<file path="config.mk">
export PLATFORM = sky130hd
export DESIGN_NAME = adder_pipe
export DESIGN_NICKNAME = d
export VERILOG_FILES = /design/src/rtl/adder_pipe.sv
export SDC_FILE = /design/constraint.sdc
export NUM_CORES = 1
export LEC_CHECK = 0
export ABC_AREA = 1
export CORE_ASPECT_RATIO = 1.1
export CORE_MARGIN = 1
export CORE_UTILIZATION = 49
export CTS_CLUSTER_SIZE = 24
export DETAILED_ROUTE_END_ITERATION = 16
export PLACE_DENSITY_LB_ADDON = 0.15
export SLEW_MARGIN = 20
export SYNTH_ARGS = -nofsm -noshare
export SYNTH_HDL_FRONTEND = slang
export SYNTH_SLANG_ARGS = --single-unit
</file>
<file path="constraint.sdc">
create_clock -name clk -period 2.6 [get_ports clk]
set_input_delay 0.39 -clock clk [delete_from_list [all_inputs] [get_ports clk]]
set_output_delay 0.39 -clock clk [all_outputs]
set_load 0.01 [all_outputs]
</file>
<file path="src/rtl/adder_pipe.sv">
// adder_pipe: pipelined add/subtract unit with valid/ready handshakes.
// Operands are cut into STAGES slices of WIDTH/STAGES bits. Stage i resolves
// slice i and hands its carry to stage i+1. The A operand and the partial sum
// share one word that travels down the pipe: slices below i hold result bits,
// slices from i upward still hold A. The unconsumed upper slices of Bx travel
// in a packed skew chain whose segment for stage i holds only the slices that
// stage i+1 and later still need. One enable (adv) moves the whole pipe, so
// there is no control state machine.
module adder_pipe #(
    parameter int WIDTH  = 8,
    parameter int STAGES = 2
) (
    input  logic             clk,
    input  logic             rst,
    input  logic             inValid,
    output logic             inReady,
    input  logic [WIDTH-1:0] A,
    input  logic [WIDTH-1:0] B,
    input  logic             cIn,
    input  logic             sub,
    output logic             outValid,
    input  logic             outReady,
    output logic [WIDTH-1:0] sum,
    output logic             cOut,
    output logic             ovf
);

    localparam int SLICE = WIDTH / STAGES;

    logic             adv;
    logic [WIDTH-1:0] bx;

    // Per-stage registers: A/partial-sum word, slice carry, valid bit.
    logic [WIDTH-1:0] x_reg     [STAGES];
    logic             carry_reg [STAGES];
    logic             valid_reg [STAGES];
    logic             ovf_reg;

    assign bx       = sub ? ~B : B;
    // The pipe moves whenever the last stage is empty or being drained.
    assign adv      = !valid_reg[STAGES-1] || outReady;
    assign inReady  = adv;
    assign outValid = valid_reg[STAGES-1];
    assign sum      = x_reg[STAGES-1];
    assign cOut     = carry_reg[STAGES-1];
    assign ovf      = ovf_reg;

    if (STAGES == 1) begin : g_single
        logic [WIDTH:0] full_next;
        logic           ovf_next;

        assign full_next = {1'b0, A} + {1'b0, bx} + {{WIDTH{1'b0}}, cIn};
        assign ovf_next  = (A[WIDTH-1] == bx[WIDTH-1]) &&
                           (full_next[WIDTH-1] != A[WIDTH-1]);

        // Single register stage capturing the full-width result.
        always_ff @(posedge clk) begin
            if (rst) begin
                valid_reg[0] <= 1'b0;
                x_reg[0]     <= '0;
                carry_reg[0] <= 1'b0;
                ovf_reg      <= 1'b0;
            end else if (adv) begin
                valid_reg[0] <= inValid;
                x_reg[0]     <= full_next[WIDTH-1:0];
                carry_reg[0] <= full_next[WIDTH];
                ovf_reg      <= ovf_next;
            end
        end
    end else begin : g_multi
        // Segment i of the skew chain holds Bx slices i+1..STAGES-1.
        localparam int SKEW_W = SLICE * STAGES * (STAGES - 1) / 2;
        logic [SKEW_W-1:0] skew_reg;

        for (genvar gi = 0; gi < STAGES; gi++) begin : g_stage
            localparam int LO    = gi * SLICE;
            localparam int OFF_P = (gi == 0) ? 0 :
                                   (gi - 1) * WIDTH - SLICE * (gi - 1) * gi / 2;

            logic [WIDTH-1:0] x_in;
            logic [WIDTH-1:0] x_next;
            logic [SLICE-1:0] a_sl;
            logic [SLICE-1:0] b_sl;
            logic [SLICE-1:0] s_sl;
            logic             v_in;
            logic             c_in;
            logic             c_out;

            if (gi == 0) begin : g_first
                assign x_in = A;
                assign v_in = inValid;
                assign c_in = cIn;
                assign b_sl = bx[SLICE-1:0];
            end else begin : g_follow
                assign x_in = x_reg[gi-1];
                assign v_in = valid_reg[gi-1];
                assign c_in = carry_reg[gi-1];
                assign b_sl = skew_reg[OFF_P +: SLICE];
            end

            assign a_sl          = x_in[LO +: SLICE];
            assign {c_out, s_sl} = {1'b0, a_sl} + {1'b0, b_sl} + {{SLICE{1'b0}}, c_in};

            // Replace the consumed A slice with its result slice.
            always_comb begin
                x_next             = x_in;
                x_next[LO +: SLICE] = s_sl;
            end

            // Stage register: word, carry and valid advance together.
            always_ff @(posedge clk) begin
                if (rst) begin
                    valid_reg[gi] <= 1'b0;
                    x_reg[gi]     <= '0;
                    carry_reg[gi] <= 1'b0;
                end else if (adv) begin
                    valid_reg[gi] <= v_in;
                    x_reg[gi]     <= x_next;
                    carry_reg[gi] <= c_out;
                end
            end

            if (gi < STAGES - 1) begin : g_skew
                localparam int OFF = gi * WIDTH - SLICE * gi * (gi + 1) / 2;
                localparam int RW  = WIDTH - (gi + 1) * SLICE;

                if (gi == 0) begin : g_from_port
                    // Park the upper Bx slices that later stages still need.
                    always_ff @(posedge clk) begin
                        if (adv) begin
                            skew_reg[OFF +: RW] <= bx[WIDTH-1:SLICE];
                        end
                    end
                end else begin : g_from_prev
                    // Drop the slice this stage consumed, pass the rest on.
                    always_ff @(posedge clk) begin
                        if (adv) begin
                            skew_reg[OFF +: RW] <= skew_reg[OFF_P + SLICE +: RW];
                        end
                    end
                end
            end else begin : g_last
                // Signed overflow is judged on the MSB slice, held in A's top bit.
                always_ff @(posedge clk) begin
                    if (rst) begin
                        ovf_reg <= 1'b0;
                    end else if (adv) begin
                        ovf_reg <= (x_in[WIDTH-1] == b_sl[SLICE-1]) &&
                                   (s_sl[SLICE-1] != x_in[WIDTH-1]);
                    end
                end
            end
        end
    end

endmodule

</file>
# --- Yosys cells after proc, flatten, opt, wreduce, memory -nomap -nowiden ---
# Memory sizes are Yosys's and may differ from the RTL's.
# Cells that the tools add are included.
totals:
  ff_bits: 5
  ram_bits: 20
  mem_count: 3
mem_list:
  columns: ["name", "depth", "word_bits", "rd", "rd_ports_with_merged_regs", "write_ports", "line_no", "text"]
  rows:
  - ["x_reg", 2, 8, 2, 0, 2, "34", "logic [WIDTH-1:0] x_reg [STAGES];"]
  - ["carry_reg", 2, 1, 2, 0, 2, "35", "logic carry_reg [STAGES];"]
  - ["valid_reg", 2, 1, 2, 0, 2, "36", "logic valid_reg [STAGES];"]
classes:
  addsub: 4
  eq_ne: 2
  muxes: 12
  bitwise_logic: 7
  n_reduce_logical: 3
ops:
  columns: ["cell", "n"]
  rows:
  - ["two-way mux 8 bit", 3]
  - ["adder 4 x 4 -> 5 bit", 2]
  - ["adder 5 x 1 -> 5 bit", 2]
  - ["two-way mux 1 bit", 9]
  - ["inverter 8 bit", 1]
  - ["bitwise OR 1 bit", 6]
  - ["equality test 1 bit", 1]
  - ["logical AND 1 bit", 1]
  - ["logical NOT 1 bit", 1]
  - ["logical OR 1 bit", 1]
  - ["inequality test 1 bit", 1]

# --- Longest topological paths before layout ---
# Gate-level depths: netlist (run 1).
logic_depth:
  word_depth: 6
  ltp_mapped: 8
  depth_no_buf: 8

# --- Worst setup path after synthesis (run 1) ---
# No wires, ideal clock.
synth_path:
  path_kind: "in2reg"
  startpoint: "input port sub"
  endpoint: "memory x_reg[0][2], data pin"
  setup_ns: 0.261
  arrival_time_ns: 1.672
  required_ns: 2.339
  setup_slack_ns: 0.666
  path_stages: 6
  path_cell_list: "buf_4 xor2_1 fa_1 fa_1 o21ai_2 a21oi_1"
synth_lines:
  columns: ["element", "line_no", "text"]
  rows:
  - ["from (decl)", "20", "input logic sub,"]
  - ["to (decl)", "34", null]

==> results of run 1 <==
## Yosys cell counts
cell type,instances
nor2_2,1
o21ai_1,1
clkinv_2,1
nand3_2,1
nor2_1,7
fa_1,4
buf_4,1
nand2_8,1
a21oi_2,2
xor2_1,8
inv_2,3
dfxtp_1,1
nand2_1,8
nand2_4,1
ha_1,6
nor2_4,10
a21oi_1,6
edfxtp_1,24
nand3_1,7
buf_12,1
o21ai_2,1
inv_1,23
## critical path: cells and delay by family
| kind | cells | cell delay (ns) |
|---|---|---|
| AO/OA/AOI/OAI | 2 | 0.20 |
| XOR/XNOR | 1 | 0.19 |
| adder cells (fa/ha/maj) | 2 | 0.86 |
| buffers and inverters | 1 | 0.44 |
## power by group through the flow
stage          sequential [mW]  combinational, mW  clock, mW
3_5_place_dp             0.525              0.269          0
6_report                 0.514              0.267      0.174
4_1_cts                  0.515              0.269      0.180
5_1_grt                  0.519              0.297      0.190
2_1_floorplan            0.534              0.151          0
3_3_place_gp             0.521              0.256          0
## through the flow
stage / total power [mW] / hold slack (ns) / instance area, sq um / instances
6_report: 0.954 / 0.485 / 1800 / 189
5_1_grt: 1.01 / 0.514 / 1800 / 189
4_1_cts: 0.964 / 0.483 / 1800 / 189
3_5_place_dp: 0.793 / 0.467 / 1780 / 185
3_3_place_gp: 0.777 / 0.458 / 1780 / 185
2_1_floorplan: 0.685 / 0.491 / 1410 / 118
## layout make-up
type / count / area share, %
flip-flops and latches: 25 / 41.1
multi-input cells: 64 / 29.9
repair buffers: 36 / 19.6
inverters: 27 / 5.69
well taps: 33 / 2.29
clock buffers: 4 / 1.46
## path summary, 6_finish.rpt
| check | start | end | slack, ns | cells after the start |
|---|---|---|---|---|
| worst min register to register | ovf$_SDFFE_PP0N_ | ovf$_SDFFE_PP0N_ | 0.49 | 2 |
| worst max-delay path | sub | x_reg[0][2]$_SDFFCE_PN0P_ | 0.60 | 6 |
| worst min-delay path | ovf$_SDFFE_PP0N_ | ovf$_SDFFE_PP0N_ | 0.49 | 2 |
| worst max register to register | x_reg[0][4]$_SDFFCE_PN0P_ | carry_reg[1]$_SDFFCE_PN0P_ | 0.83 | 6 |
## per-layer routing
metal  vias to the layer above  wire length [um]
li1                        452                 -
met1                       396               877
met2                        29              1180
met3                         4                77
met4                         0                37
met5                         -                 0
## cell families after synthesis
family                   after synthesis
AND/OR/NAND/NOR                       36
AO/OA/AOI/OAI                         10
buffers and inverters                 29
XOR/XNOR                               8
adder cells (fa/ha/maj)               10
flip-flops                            25
## cells in the final DEF, fill, tap and decap left out, types with 2 or more instances in the layout
cell type        synthesis  routed
ha_1                     6       6
buf_4                    1       3
nand3_1                  7       7
nand2_1                  8       8
fa_1                     4       4
nor2_1                   7       7
a21oi_2                  2       2
edfxtp_1                24      24
clkdlybuf4s50_1          0      33
nor2_4                  10      10
inv_1                   23      23
xor2_1                   8       8
a21oi_1                  6       6
inv_2                    3       3
clkbuf_4                 0       3
==> impl_metrics.csv, run 1 <==
group,metric,value,unit
logic_synthesis,ys_seq_area_share,52.6,%
layout,area_growth,27.9,%
global_routing,use_met1,18.1,%
worst_setup_path,path_cells,"clkdlybuf4s50_1 > xor2_1 > fa_1 > fa_1 > o21ai_2 > a21oi_1",
clock_tree,root_buffer,"clkbuf_4",
sta,period_minus_slack,2.00,ns
sta,fmax,500,MHz
sta,setup_viol,0,
layout,post-route-util,65.5,%
job,drv_cap,0,
pwr,p_per_area,529,nW/um^2
logic_synthesis,synth_top_family_by_area,"simple AND/OR/NAND/NOR gates",
sta,finalSetupTns,0,ns
detailed_routing,wl_per_cell,11.5,um
layout,n_fill_cell,239,
placed_design,gp_congestion,0.812,
placed_design,place_ws,0.259,ns
layout,multi_input_comb_area,538,sq um
worst_setup_path,path_class,"in -> reg",
global_routing,met2_usage,31.5,%
worst_setup_path,arrival,2.08,ns
layout,diodes,0,
worst_setup_path,cp_common_cell,"fa_1",
worst_setup_path,end_kind,"register",
clock_tree,post_cts_buffers,0,
global_routing,grt_pass1_vias,917,
sta,rsz0062_at_grt,"no",
pwr,seq_power_share,53.9,%
layout,drive_above_1_share,17.3,%
detailed_routing,vias,881,
pwr,power.switching,0.262,mW
clock_tree,cts_hold_buf,0,
floorplanning,boundaryPins,34,
layout,finalNetCount,189,
floorplanning,core-area,2750,sq um
logic_synthesis,syn_avg_cell_area,11.9,sq um
worst_setup_path,cp_max_fo,3,
layout,largest_reg_flops,16,
global_routing,grt.busiest_layer,"met2",
worst_setup_path,crit_path_start_kind,"input port",
clock_tree,cts_made_buffers,3,
pwr,p_sw_share,27.5,%
sta,timing.final.max_slew_violations,0,
logic_synthesis,syn_nets,150,
floorplanning,die_area,3090,sq um
clock_tree,clk-insertion-delay-late,0.32,ns
logic_synthesis,syn_inst,118,
clock_tree,clk_pin_slew,0.13,ns
placed_design,io_buffers,33,
logic_synthesis,synthMuxAreaShare,0,%
global_routing,grt_overflow,0,
logic_synthesis,yosysUniqueCellTypes,22,
floorplanning,start_util,51.2,%
clock_tree,cts.sinks,25,
logic_synthesis,synthXorXnorAreaFrac,4.97,%
worst_setup_path,max_stage_delay,0.45,ns
sta,slew_headroom,83.2,%
floorplanning,die_height,58.2,um
global_routing,grtUsageMet3,3.15,%
global_routing,antenna_found_initial,0,
pwr,intPower,0.692,mW
detailed_routing,drcViolationCount,2,
detailed_routing,dr.first_iter.drc_count,24,
sta,worst_pin_slew,0.252,ns
outcome,violations,"design-rule violations",
sta,setup_ws,0.600,ns
clock_tree,cts_resized,0,
logic_synthesis,synth_compound_area_share,4.35,%
detailed_routing,viasPerCell,4.66,
logic_synthesis,ys_seq_elements,25,
pwr,combPwrFrac,27.9,%
worst_setup_path,cp_data_required_time,2.68,ns
hold_path,hp-class,"reg -> reg",
global_routing,grtUsageTotal,16.9,%
global_routing,grt_pass1_wl,3.73,mm
floorplanning,die_w,53.1,um
logic_synthesis,yosys.area.top_type_share,51.2,%
clock_tree,clk_path_buf_depth,2,
detailed_routing,drt-total-wl,2.17,mm
placed_design,dp_hpwl,1.78,mm
worst_setup_path,cp_slowest_cell,"fa_1",
logic_synthesis,yosysWarnings,0,
pwr,peakVddDrop,292,uV
sta,finClkSkew,0.00419,ns
logic_synthesis,synth_fa_ha_area_share,11.0,%
layout,ff_latch_area,741,sq um
sta,fin_crit_sh,76.9,%
logic_synthesis,synth-simple-area-share,17.9,%
pwr,clkPwrFrac,18.2,%
sta,hold_viol,0,
detailed_routing,ant_nets,0,
global_routing,grt_max_degree,20,
pwr,p_leak,0.774,nW
logic_synthesis,synth_top_cell_by_area,"edfxtp_1",
outcome,outcome,"finished, violations left",
logic_synthesis,synth_area_leaders,"edfxtp_1 51%, nor2_4 8.0%, inv_1 6.1%",
floorplanning,fp-row-count,20,
detailed_routing,first_pass_iters,9,
logic_synthesis,netlist_area,1410,sq um
clock_tree,h-tree-depth,1,
clock_tree,cts_tree,"built",
No activity file was read; power rests on OpenSTA's default activity.
==> inputs of run 2 (changes only) <==
Clock period 2.6 ns to 1.9 ns, I/O delays scaled along.
==> run 2 against run 1 <==
Effect of this change: the flow still finishes with violations (design-rule violations); critical path type unchanged; hold slack got worse by 0.0037 ns; register-to-register slack worse by 0.71 ns; sequential cell count unchanged; sequential power up 37%; clock power up 33%; sequential share of layout area fell by 0.70 points.
==> impl_metrics.csv, run 2 (synthesized netlist as in run 1, its figures left out) <==
group,metric,value,unit
worst_setup_path,path_class,"in -> reg",
floorplanning,die_height,58.2,um
worst_setup_path,timing.critical_path.to,"x_reg[0][1]$_SDFFCE_PN0P_",
global_routing,grt_overflow,0,
layout,largest_reg_flops,16,
job,drv_cap,0,
worst_setup_path,reg2regPathDepth,6,
sta,finClkSkew,0.0134,ns
layout,final_common_cell,"clkdlybuf4s50_1",
pwr,peakVddDrop,372,uV
global_routing,grt_pass1_vias,927,
layout,final_cell_mix,"33 x clkdlybuf4s50_1, 24 x edfxtp_1, 23 x inv_1",
placed_design,io_buffers,33,
pwr,p_leak,0.789,nW
pwr,combPwrFrac,28.7,%
sta,slew_headroom,78.9,%
placed_design,place_ws,-0.329,ns
worst_setup_path,cp_data_required_time,2.10,ns
pwr,seq_power_share,53.7,%
clock_tree,clk-insertion-delay-late,0.31,ns
pwr,clkPwrFrac,17.6,%
worst_setup_path,crit_path_start_kind,"input port",
global_routing,grtUsageTotal,16.5,%
sta,holdWs,0.481,ns
layout,drive_above_1_share,19.6,%
floorplanning,die_area,3090,sq um
sta,rsz0062_at_grt,"no",
sta,worst_pin_slew,0.315,ns
worst_setup_path,path_buf_inv,2,
pwr,fin_total_pwr,1.31,mW
worst_setup_path,cp_slowest_cell,"fa_2",
placed_design,gp_congestion,0.793,
detailed_routing,vias,892,
sta,setup_viol,0,
global_routing,antenna_found_initial,0,
detailed_routing,first_pass_iters,10,
worst_setup_path,end_kind,"register",
placed_design,dpl_cell_area,1800,sq um
detailed_routing,ant_nets,0,
sta,finalSetupTns,0,ns
floorplanning,core-area,2750,sq um
worst_setup_path,path_delay_family,"adder cells",
clock_tree,clk_pin_slew,0.14,ns
clock_tree,root_buffer,"clkbuf_4",
floorplanning,die_w,53.1,um
sta,hold_viol,0,
pwr,p_per_area,714,nW/um^2
floorplanning,boundaryPins,34,
clock_tree,h-tree-depth,1,
layout,area_growth,30.1,%
clock_tree,cts_tree,"built",
placed_design,dp_hpwl,1.89,mm
clock_tree,cts_made_buffers,3,
outcome,outcome,"finished, violations left",
sta,period_minus_slack,1.84,ns
worst_setup_path,regToRegSetupSlack,0.12,ns
global_routing,grt_pass1_wl,3.62,mm
sta,fmax,543,MHz
pwr,p_sw_share,27.3,%
layout,diodes,0,
worst_setup_path,path_cells,"clkdlybuf4s50_1 > xor2_1 > fa_1 > fa_2 > inv_1 > nor2_4",
sta,timing.final.max_slew_violations,0,
detailed_routing,wl_per_cell,11.7,um
worst_setup_path,arrival,2.04,ns
worst_setup_path,path_depth,6,
worst_setup_path,startpoint,"sub",
floorplanning,fp-row-count,20,
outcome,violations,"design-rule violations",
worst_setup_path,max_stage_delay,0.55,ns
sta,setup_ws,0.0571,ns
worst_setup_path,regToRegEndpoint,"carry_reg[1]$_SDFFCE_PN0P_",
detailed_routing,drt-total-wl,2.24,mm
detailed_routing,drcViolationCount,2,
detailed_routing,viasPerCell,4.67,
clock_tree,clk_path_buf_depth,2,
pwr,power.switching,0.358,mW
worst_setup_path,cp_max_fo,2,
floorplanning,start_util,51.2,%
hold_path,hp-class,"reg -> reg",
layout,final_area,1830,sq um
detailed_routing,dr.first_iter.drc_count,35,
pwr,intPower,0.951,mW
clock_tree,cts.sinks,25,
sta,fin_crit_sh,97.0,%
clock_tree,post_cts_buffers,0,
global_routing,grt_max_degree,15,
worst_setup_path,reg2reg_from,"x_reg[0][4]$_SDFFCE_PN0P_",
layout,finalNetCount,191,
run 2: cell types whose count changed in the layout (fill, tap and decap cells not counted), sizes merged:
| cell | change |
|---|---|
| clkbuf | -1 |
| clkinv | +1 |
| buf | +2 |
run 2: power by group through the flow:
stage | logic (mW) | registers [mW] | clock network [mW]
after global routing | 0.412 | 0.709 | 0.262
after floorplan | 0.207 | 0.731 | 0
after detailed placement | 0.377 | 0.717 | 0
final | 0.376 | 0.702 | 0.231
after global placement | 0.358 | 0.713 | 0
after CTS | 0.379 | 0.704 | 0.239
run 2: cell type report:
| cell class | instances | area, sq um |
|---|---|---|
| Inverter | 27 | 103 |
| Clock buffer | 3 | 22.5 |
| Fill cell | 224 | 920 |
| Tap cell | 33 | 41.3 |
| Sequential cell | 25 | 741 |
| Clock inverter | 1 | 5.00 |
| Timing Repair Buffer | 38 | 380 |
| Multi-Input combinational cell | 64 | 541 |
run 2: worst register-to-register path, cell delays in order, from the launching register on:
cell and delay, ns:
edfxtp_1 0.35, inv_1 0.06, fa_1 0.46, fa_1 0.42, nor2_2 0.15, o21ai_1 0.07, a21oi_1 0.12
run 2: worst min path at each step:
stage | slack (ns) | endpoint | cells past startpoint | startpoint
after global routing | 0.50 | ovf$_SDFFE_PP0N_ | 2 | ovf$_SDFFE_PP0N_
after detailed placement | 0.46 | ovf$_SDFFE_PP0N_ | 2 | ovf$_SDFFE_PP0N_
after global placement | 0.46 | ovf$_SDFFE_PP0N_ | 2 | ovf$_SDFFE_PP0N_
after CTS | 0.48 | ovf$_SDFFE_PP0N_ | 2 | ovf$_SDFFE_PP0N_
after floorplan | 0.49 | ovf$_SDFFE_PP0N_ | 2 | ovf$_SDFFE_PP0N_
final | 0.48 | ovf$_SDFFE_PP0N_ | 2 | ovf$_SDFFE_PP0N_
run 2: metal layers:
metal	vias to the layer above	GRT usage (%)	share of wire [%]
li1	460	-	-
met1	407	15.5	37
met2	25	34.0	60
met3	0	2.62	3.1
met4	0	5.64	0
met5	-	0	0
run 2: timing repair:
action,in CTS,in global routing
endpoints found under the setup margin,0,1
hold buffers,0,0
endpoints found under the hold margin,0,0
gates resized for setup,0,1
run 2: through the flow:
step / std cells / utilization [%]
4_1_cts: 191 / 66.5
5_1_grt: 191 / 66.6
3_5_place_dp: 187 / 65.5
2_1_floorplan: 118 / -
6_report: 191 / 66.6
3_3_place_gp: 187 / 65.5
==> inputs of run 3 (changes only) <==
Settings changed: ABC_AREA 1 to not set, CORE_UTILIZATION 49 to 47.
==> run 3 against run 2 <==
Effect of this change: the flow now finishes without violations; final cell count down 9.9%; synthesized area down 9.1%; sequential share of layout area up 2.1 points; setup slack better by 0.0086 ns; register-to-register slack about the same; die area down 5.1%; combinational power down 14%; first-iteration DRC count down 63%; clock skew down 0.0091 ns; global-route usage down 0.59 points; critical endpoint is now carry_reg[0]$_DFFE_PP_; largest cell class unchanged.
==> impl_metrics.csv, run 3 <==
group,metric,value,unit
clock_tree,cts.sinks,25,
placed_design,io_buffers,33,
global_routing,grtUsageTotal,15.9,%
logic_synthesis,yosysUniqueCellTypes,29,
clock_tree,h-tree-depth,1,
clock_tree,clk_pin_slew,0.13,ns
placed_design,dpl_cell_area,1710,sq um
placed_design,dp_hpwl,1.67,mm
placed_design,dp.cells,167,
layout,n_fill_cell,204,
logic_synthesis,ys_seq_elements,25,
layout,area_growth,36.1,%
worst_setup_path,cp_max_fo,2,
detailed_routing,viasPerCell,5.05,
logic_synthesis,synth_area_leaders,"edfxtp_1 56%, fa_1 6.3%, and3_1 5.9%",
layout,post-route-util,68.5,%
sta,period_minus_slack,1.83,ns
worst_setup_path,end_kind,"register",
layout,finalNetCount,174,
clock_tree,cts_made_buffers,3,
logic_synthesis,syn_inst,98,
floorplanning,core-area,2540,sq um
worst_setup_path,path_class,"in -> reg",
worst_setup_path,path_cells,"clkdlybuf4s50_1 > fa_2 > fa_2 > a21o_1 > a21oi_1 > nor2_1",
pwr,peakVddDrop,593,uV
floorplanning,fp-row-count,19,
sta,timing.final.max_slew_violations,0,
detailed_routing,wl_per_cell,12.1,um
logic_synthesis,synthFlopType,"edfxtp_1",
global_routing,grt_pass1_wl,3.44,mm
sta,fmax,545,MHz
logic_synthesis,syn_nets,130,
detailed_routing,vias,869,
global_routing,grt_overflow,0,
detailed_routing,drt-total-wl,2.07,mm
sta,fin_crit_sh,96.5,%
clock_tree,clk-insertion-delay-late,0.32,ns
sta,setup_viol,0,
job,drv_cap,0,
detailed_routing,drcViolationCount,0,
logic_synthesis,synthMostInstantiatedCell,"edfxtp_1",
sta,slew_headroom,79.6,%
detailed_routing,first_pass_iters,3,
layout,final_cell_mix,"31 x clkdlybuf4s50_1, 24 x edfxtp_1, 12 x and3_1",
global_routing,antenna_found_initial,0,
placed_design,gp_congestion,0.791,
layout,final_area,1740,sq um
layout,drive_above_1_share,13.5,%
worst_setup_path,crit_path_start_kind,"input port",
worst_setup_path,arrival,1.92,ns
pwr,p_per_area,724,nW/um^2
global_routing,grt_pass1_vias,813,
worst_setup_path,cp_data_required_time,1.98,ns
layout,final-instance-count-excl-fill,172,
global_routing,grt_max_degree,16,
pwr,p_leak,0.762,nW
logic_synthesis,yosysWarnings,0,
clock_tree,root_buffer,"clkbuf_4",
logic_synthesis,ys_seq_area_share,57.9,%
logic_synthesis,syn_avg_cell_area,13.1,sq um
worst_setup_path,max_stage_delay,0.44,ns
pwr,fin_total_pwr,1.26,mW
layout,largest_reg_flops,16,
floorplanning,start_util,50.3,%
sta,hold_viol,0,
logic_synthesis,netlist_area,1280,sq um
clock_tree,clk_path_buf_depth,2,
detailed_routing,dr.first_iter.drc_count,13,
floorplanning,die_area,2940,sq um
sta,rsz0062_at_grt,"no",
logic_synthesis,synth_top_cell_by_area,"edfxtp_1",
logic_synthesis,synth_edf_count,24,
sta,worst_pin_slew,0.307,ns
logic_synthesis,synthTopCellsByCount,"24 x edfxtp_1, 12 x and3_1, 8 x inv_1, 8 x xor2_1, 6 x ha_1",
logic_synthesis,synthArstFlopShare,0,%
detailed_routing,ant_nets,0,
layout,diodes,0,
floorplanning,boundaryPins,34,
worst_setup_path,cp_common_cell,"fa_2",
logic_synthesis,yosys.area.top_type_share,56.3,%
clock_tree,cts_tree,"built",
clock_tree,cts_hold_buf,0,
hold_path,hp-class,"reg -> reg",
layout,final_common_cell,"clkdlybuf4s50_1",
sta,finalSetupTns,0,ns
floorplanning,die_w,51.8,um
floorplanning,die_height,56.7,um
outcome,outcome,"completed",
sta,finClkSkew,0.00427,ns
worst_setup_path,cp_slowest_cell,"clkdlybuf4s50_1",
==> run 3: cell types whose count changed in the layout (fill, tap and decap cells not counted), moves of 3 or more <==
cell,change
nand2_1,-5
and3_1,+12
nand3_1,-4
nor2_4,-10
buf_4,+5
inv_1,-15
nor2_1,-3
==> run 3: per-layer routing <==
| metal | vias to the layer above | GRT usage [%] | share of wire, % | routed length [um] |
|---|---|---|---|---|
| li1 | 437 | - | - | - |
| met1 | 400 | 20.1 | 43 | 882 |
| met2 | 30 | 26.5 | 52 | 1080 |
| met3 | 2 | 3.79 | 4.2 | 87 |
| met4 | 0 | 5.02 | 1.0 | 21 |
| met5 | - | 0 | 0 | 0 |
==> run 3: layout make-up <==
type,count,area [sq um],share of cell area (%)
sequential,25,741,42.5
tap,31,38.8,2.23
inverter,9,33.8,1.94
timing repair buffer,42,399,22.9
multi-input combinational,61,502,28.8
clock buffer,3,22.5,1.29
clock inverter,1,5.00,0.287
==> run 3: power by group <==
part | switching (mW) | internal, mW
sequential | 0.0195 | 0.682
clock | 0.157 | 0.0789
combinational | 0.138 | 0.185
==> run 3: worst max-delay path, delay by kind of cell <==
family                   cells  cell delay, ns
AO/OA/AOI/OAI                2            0.29
adder cells (fa/ha/maj)      2            0.84
buffers and inverters        1            0.44
AND/OR/NAND/NOR              1            0.05
==> run 3: cells by family (layout without fill, tap and decap cells) <==
family                   Yosys count  count (layout)  synth area share, %
adder cells (fa/ha/maj)           10              10                 12.1
XOR/XNOR                           9               9                 6.16
multiplexers                       1               1                0.782
AND/OR/NAND/NOR                   31              31                 13.8
flip-flops                        25              25                 57.9
buffers and inverters             12              55                 3.91
AO/OA/AOI/OAI                     10              10                 5.38
==> run 3: repair_timing <==
item | CTS | global route
buffers inserted | 0 | 1
gates resized for setup | 1 | 1
endpoints found under the setup margin | 3 | 1
pin swaps | 2 | 2
==> run 3: through the flow <==
| stage | worst slack (ns) | hold WS [ns] |
|---|---|---|
| 2_1_floorplan | 0.00399 | 0.479 |
| 3_3_place_gp | -0.418 | 0.498 |
| 3_5_place_dp | -0.463 | 0.520 |
| 4_1_cts | 0.00102 | 0.543 |
| 5_1_grt | 0.00379 | 0.576 |
| 6_report | 0.0657 | 0.537 |
==> run 3: path summary, 6_finish.rpt <==
kind / depth (start not counted) / slack (ns) / startpoint / endpoint
min: 2 / 0.54 / ovf$_SDFFE_PP0N_ / ovf$_SDFFE_PP0N_
max reg2reg: 6 / 0.12 / x_reg[0][4]$_SDFFCE_PN0P_ / carry_reg[1]$_SDFFCE_PN0P_
max: 6 / 0.07 / A[0] / carry_reg[0]$_DFFE_PP_
min reg2reg: 2 / 0.54 / ovf$_SDFFE_PP0N_ / ovf$_SDFFE_PP0N_
